`config.mk`:
```
export PLATFORM = sky130hd
export DESIGN_NAME = fifo_consumer
export DESIGN_NICKNAME = d
export VERILOG_FILES = /design/src/rtl/fifo_consumer.sv
export SDC_FILE = /design/constraint.sdc
export NUM_CORES = 1
export LEC_CHECK = 0
export CORE_ASPECT_RATIO = 1.1
export CORE_UTILIZATION = 49
export DETAILED_ROUTE_END_ITERATION = 6
export PLACE_DENSITY = 0.8
export SLEW_MARGIN = 20
export SYNTH_ARGS = -nofsm -noshare
export SYNTH_HDL_FRONTEND = slang
export SYNTH_SLANG_ARGS = --single-unit
```
`constraint.sdc`:
```
create_clock -name CON_CLK -period 2.25 [get_ports CON_CLK]
set_input_delay 0.3375 -clock CON_CLK [delete_from_list [all_inputs] [get_ports CON_CLK]]
set_output_delay 0.3375 -clock CON_CLK [all_outputs]
set_load 0.01 [all_outputs]
```
`src/rtl/fifo_consumer.sv`:
```
// fifo_consumer: read-side engine for the async FIFO, consumer clock domain.
// Drains a burst of words, paces reads with a programmable idle gap,
// re-presents each word with a valid strobe and keeps word/error counters.
// Optional build macro: CONSUMER_CHECK_EN enables the fill-pattern checker
// feeding ERR_CNT; when undefined ERR_CNT is tied to zero.
module fifo_consumer #(
   parameter int DATA_WIDTH = 8,
   parameter int MAX_BURST  = 1024,
   parameter int CNT_W      = $clog2(MAX_BURST + 1)
) (
   input  logic                  CON_CLK,
   input  logic                  RST_n,
   input  logic                  START,
   input  logic [CNT_W-1:0]      BURST_LEN,
   input  logic [3:0]            RD_IDLE,
   input  logic                  EMPTY,
   input  logic [DATA_WIDTH-1:0] DATA_IN,
   output logic                  R_EN,
   output logic [DATA_WIDTH-1:0] DATA_OUT,
   output logic                  DATA_VALID,
   output logic                  BUSY,
   output logic                  DONE,
   output logic [CNT_W-1:0]      WORD_CNT,
   output logic [CNT_W-1:0]      ERR_CNT
);

   typedef enum logic [2:0] {
      S_IDLE,
      S_READ,
      S_CAPTURE,
      S_GAP,
      S_FIN
   } state_t;

   localparam logic [CNT_W-1:0] MAX_LEN = CNT_W'(MAX_BURST);

   state_t                r_state;
   state_t                w_state_next;
   logic                  r_armed;
   logic [CNT_W-1:0]      r_len;
   logic [3:0]            r_idle;
   logic [3:0]            r_gap_cnt;
   logic [CNT_W-1:0]      r_word_cnt;
   logic [DATA_WIDTH-1:0] r_data_out;
   logic                  r_data_valid;

   logic [CNT_W-1:0]      w_len_clamped;
   logic [CNT_W-1:0]      w_cnt_inc;
   logic                  w_start_acc;

   assign w_len_clamped = (BURST_LEN > MAX_LEN) ? MAX_LEN : BURST_LEN;
   assign w_cnt_inc     = r_word_cnt + CNT_W'(1);
   // r_armed masks a START that coincides with reset release
   assign w_start_acc   = START & r_armed & (r_state == S_IDLE);

   // Goes high one clock after reset release; START is honoured only then
   always_ff @(posedge CON_CLK or negedge RST_n) begin
      if (!RST_n) r_armed <= 1'b0;
      else        r_armed <= 1'b1;
   end

   // State register
   always_ff @(posedge CON_CLK or negedge RST_n) begin
      if (!RST_n) r_state <= S_IDLE;
      else        r_state <= w_state_next;
   end

   // Next-state and state-decoded outputs; R_EN never fires while EMPTY
   always_comb begin
      w_state_next = r_state;
      R_EN         = 1'b0;
      BUSY         = (r_state != S_IDLE);
      DONE         = 1'b0;
      case (r_state)
         S_IDLE: begin
            if (w_start_acc)
               w_state_next = (w_len_clamped == '0) ? S_FIN : S_READ;
         end
         S_READ: begin
            R_EN = ~EMPTY;
            if (!EMPTY) w_state_next = S_CAPTURE;
         end
         S_CAPTURE: begin
            if (w_cnt_inc == r_len)  w_state_next = S_FIN;
            else if (r_idle != 4'd0) w_state_next = S_GAP;
            else                     w_state_next = S_READ;
         end
         S_GAP: begin
            if (r_gap_cnt <= 4'd1) w_state_next = S_READ;
         end
         S_FIN: begin
            DONE         = 1'b1;
            w_state_next = S_IDLE;
         end
         default: w_state_next = S_IDLE;
      endcase
   end

   // Burst parameters, capture path, word counter and gap countdown
   always_ff @(posedge CON_CLK or negedge RST_n) begin
      if (!RST_n) begin
         r_len        <= '0;
         r_idle       <= '0;
         r_gap_cnt    <= '0;
         r_word_cnt   <= '0;
         r_data_out   <= '0;
         r_data_valid <= 1'b0;
      end else begin
         r_data_valid <= 1'b0;
         if (w_start_acc) begin
            r_len      <= w_len_clamped;
            r_idle     <= RD_IDLE;
            r_word_cnt <= '0;
         end
         if (r_state == S_CAPTURE) begin
            r_data_out   <= DATA_IN;
            r_data_valid <= 1'b1;
            r_word_cnt   <= w_cnt_inc;
            r_gap_cnt    <= r_idle;
         end else if (r_state == S_GAP) begin
            r_gap_cnt <= r_gap_cnt - 4'd1;
         end
      end
   end

`ifdef CONSUMER_CHECK_EN
   logic [CNT_W-1:0]      r_err_cnt;
   logic [DATA_WIDTH-1:0] w_expected;

   // Capture index i expects (i+1) mod 2^DATA_WIDTH, the producer fill pattern
   assign w_expected = DATA_WIDTH'(w_cnt_inc);

   // Saturating mismatch counter, cleared on an accepted START
   always_ff @(posedge CON_CLK or negedge RST_n) begin
      if (!RST_n) begin
         r_err_cnt <= '0;
      end else if (w_start_acc) begin
         r_err_cnt <= '0;
      end else if ((r_state == S_CAPTURE) && (DATA_IN != w_expected) &&
                   (r_err_cnt != '1)) begin
         r_err_cnt <= r_err_cnt + CNT_W'(1);
      end
   end

   assign ERR_CNT = r_err_cnt;
`else
   assign ERR_CNT = '0;
`endif

   assign DATA_OUT   = r_data_out;
   assign DATA_VALID = r_data_valid;
   assign WORD_CNT   = r_word_cnt;

endmodule

```
==> run summary, run 1 <==
Status: finished, final reports clean
Combinational share of power: 0.431
CP required: 1910 ps
Register area share after synthesis: 0.454
Tmin final: 2090 ps
Resize count post-CTS: 0
Antenna fix cells: 0
Cell area after synthesis: 2370 µm²
Routed WL: 4.85 mm
CORE AREA: 4650 µm²
CTS tree: done
CTS Root Cell: clkbuf_8
Final ANT Viol Nets: 0
Die area: 5120 µm²
Clock Pin Slew Worst Setup and Hold Paths: 90 ps
First-pass GRT wire length: 8.14 mm
Vias in the first global route: 1818
Final Max Slew Viols: 0
Drt via density: 5.34
Final hold vios: 0
Synth warn: 0
Sequential Power Share: 0.397
RSZ-0062 raised after global routing: no
DRC: 0
Post-synthesis register bit count: 43
Finished Layout Cells: 373
CTS max path bufs: 2
IO Pins: 61
Number of synthesized flops with an enable pin: 0
Max_slew headroom: 0.518
Top FF cell, synth: dfrtp_1
P_sw: 1.39 mW
# Max-Cap Violations: 0
Wire per inst: 13.0 µm
WS Path Type: register to output port
Area growth from synthesis to layout: 25.0%
Pre-Repair DR Iteration Count: 4
Setup-failing EPs final: 0
Net Sw Frac: 0.383
Drt initial violations: 137
Ys async rst share: 1.00
Skew-Pair Late Insertion Delay: 300 ps
Core Util, Final: 0.637
Tcrit/Tclk final: 0.929
Max FO, Critical Path: 13
WP data arrival: 1750 ps
Fraction of layout instances using a drive strength above 1: 0.0631
Antenna violations before repair: 0
Die height: 74.9 µm
Syn Area/Cell: 8.74 µm²
CTS sink count: 43
Hold WC Path Type: primary input to async pin
Post-DP Area: 2830 µm²
Starting Density: 0.509
CTS H-tree depth: 2
Total GRT Usage: 0.216
Port bufs: 49
Placed cells: 364
Fmax: 0.478 GHz
Total gr overflow: 0
Largest net degree at the start of global routing: 32
Clock power share: 0.173
Worst clock skew: 9.47 ps
Setup TNS: 0 ps
PwrDens: 1230 nW/µm²
Post-synthesis cell type count: 41
Int Pwr: 2.25 mW
Critical path capture point type: output port
Slew @ Worst Pin: 723 ps
Vias: 1990
Peak supply drop: 0.000761 V
Final net count: 346
Syn Inst Count: 271
Hpwl dp: 3.61 mm
Lkg Pwr: 1.33 nW
Type of origin of the critical path: register
RD Place Congestion: 0.856
Post-route design area: 2960 µm²
CTS Buf Count: 5
Die width: 68.3 µm
FP Rows: 26
## cells by family after synthesis
kind of cell             after synthesis  share of synthesized area
AND/OR/NAND/NOR                      118                      0.234
AO/OA/AOI/OAI                         51                      0.131
flip-flops                            43                      0.454
buffers and inverters                 34                     0.0829
XOR/XNOR                              18                     0.0697
adder cells (fa/ha/maj)                3                     0.0158
other                                  2                    0.00317
multiplexers                           2                    0.00845
## synth_stat cells, drive strengths merged, types with 7 or more instances
master   n  area [µm²]
a21oi    7        35.0
buf     23         155
dfrtp   43        1080
nand2   64         240
nand2b  11        68.8
nand3    8        40.0
nor2    10        37.5
nor3     7        45.0
o21ai   25         125
xnor2   12         113
## sequential cells by signal (all words and copies together), names as in the netlist
| register | cells |
|---|---|
| WORD_CNT | 11 |
| r_len | 11 |
| DATA_OUT | 8 |
| r_gap_cnt | 4 |
| r_idle | 4 |
| r_state | 3 |
| DATA_VALID | 1 |
| r_armed | 1 |
## critical path, stage by stage, from the launching register on
cell	delay (ps)
dfrtp_1	610
nand2b_1	140
nor3_1	150
clkdlybuf4s50_1	560
## power groups by stage
stage          sequential, mW  clock (mW)  combinational [mW]
2_1_floorplan            1.39           0                1.07
3_3_place_gp             1.44           0                1.54
3_5_place_dp             1.45           0                1.58
4_1_cts                  1.44       0.637                1.58
5_1_grt                  1.49       0.677                1.77
6_report                 1.44       0.628                1.57
## routing by layer
layer | wire (µm) | share of wire | track usage
met2 | 2270 | 0.47 | 0.329
met3 | 247 | 0.051 | 0.0530
met1 | 2230 | 0.46 | 0.293
met5 | 0 | 0 | 0
met4 | 108 | 0.022 | 0.0926
## path summary, 6_finish.rpt
kind	start	endpoint	slack [ps]	depth (start not counted)
max	r_state[0]$_DFFE_PN0P_	R_EN	160	3
min reg2reg	DATA_OUT[5]$_DFFE_PN0P_	DATA_OUT[5]$_DFFE_PN0P_	480	2
min	RST_n	WORD_CNT[9]$_DFFE_PN0P_	440	2
max in group asynchronous	RST_n	r_len[2]$_DFFE_PN0P_	1130	3
max reg2reg	WORD_CNT[0]$_DFFE_PN0P_	r_state[1]$_DFFE_PN0P_	230	7
min in group CON_CLK	DATA_OUT[5]$_DFFE_PN0P_	DATA_OUT[5]$_DFFE_PN0P_	480	2
## what timing repair did
action | CTS | global route
hold buffers | 1 | 0
setup buffers | 0 | 0
hold endpoints to repair | 12 | 0
## layout by cell type, fill, tap and decap left out, types with 7 or more instances in the layout
master,n
a21oi_1,7
clkdlybuf4s50_1,48
conb_1,12
dfrtp_1,43
nand2_1,64
nand2b_1,11
nand3_1,8
nor2_1,10
o21ai_0,24
xnor2_1,11
## through the flow
step / total power [mW] / hold slack [ps] / setup WS (ps)
after floorplan: 2.46 / 41.9 / 292
after global placement: 2.98 / 243 / 274
after detailed placement: 3.03 / 245 / 209
after CTS: 3.66 / 462 / 154
after global routing: 3.94 / 469 / 5.75
final: 3.64 / 441 / 159
## final cells by class
cell class | count | area [µm²]
tap | 56 | 70.1
fill | 411 | 1690
timing repair buffer | 56 | 541
clock inverter | 2 | 35.0
sequential | 43 | 1080
multi-input combinational | 204 | 1130
inverter | 6 | 22.5
clock buffer | 6 | 82.6
No activity file was read; power rests on OpenSTA's default activity.
==> run 2, diff against run 1 <==
--- a/config.mk
+++ b/config.mk
@@ -7,6 +7,7 @@
 export LEC_CHECK = 0
 export CORE_ASPECT_RATIO = 1.1
 export CORE_UTILIZATION = 49
+export CTS_CLUSTER_SIZE = 20
 export DETAILED_ROUTE_END_ITERATION = 6
 export PLACE_DENSITY = 0.8
 export SLEW_MARGIN = 20
==> results of run 2 <==
Final layout, timing and power as in run 1 (identical DEF).
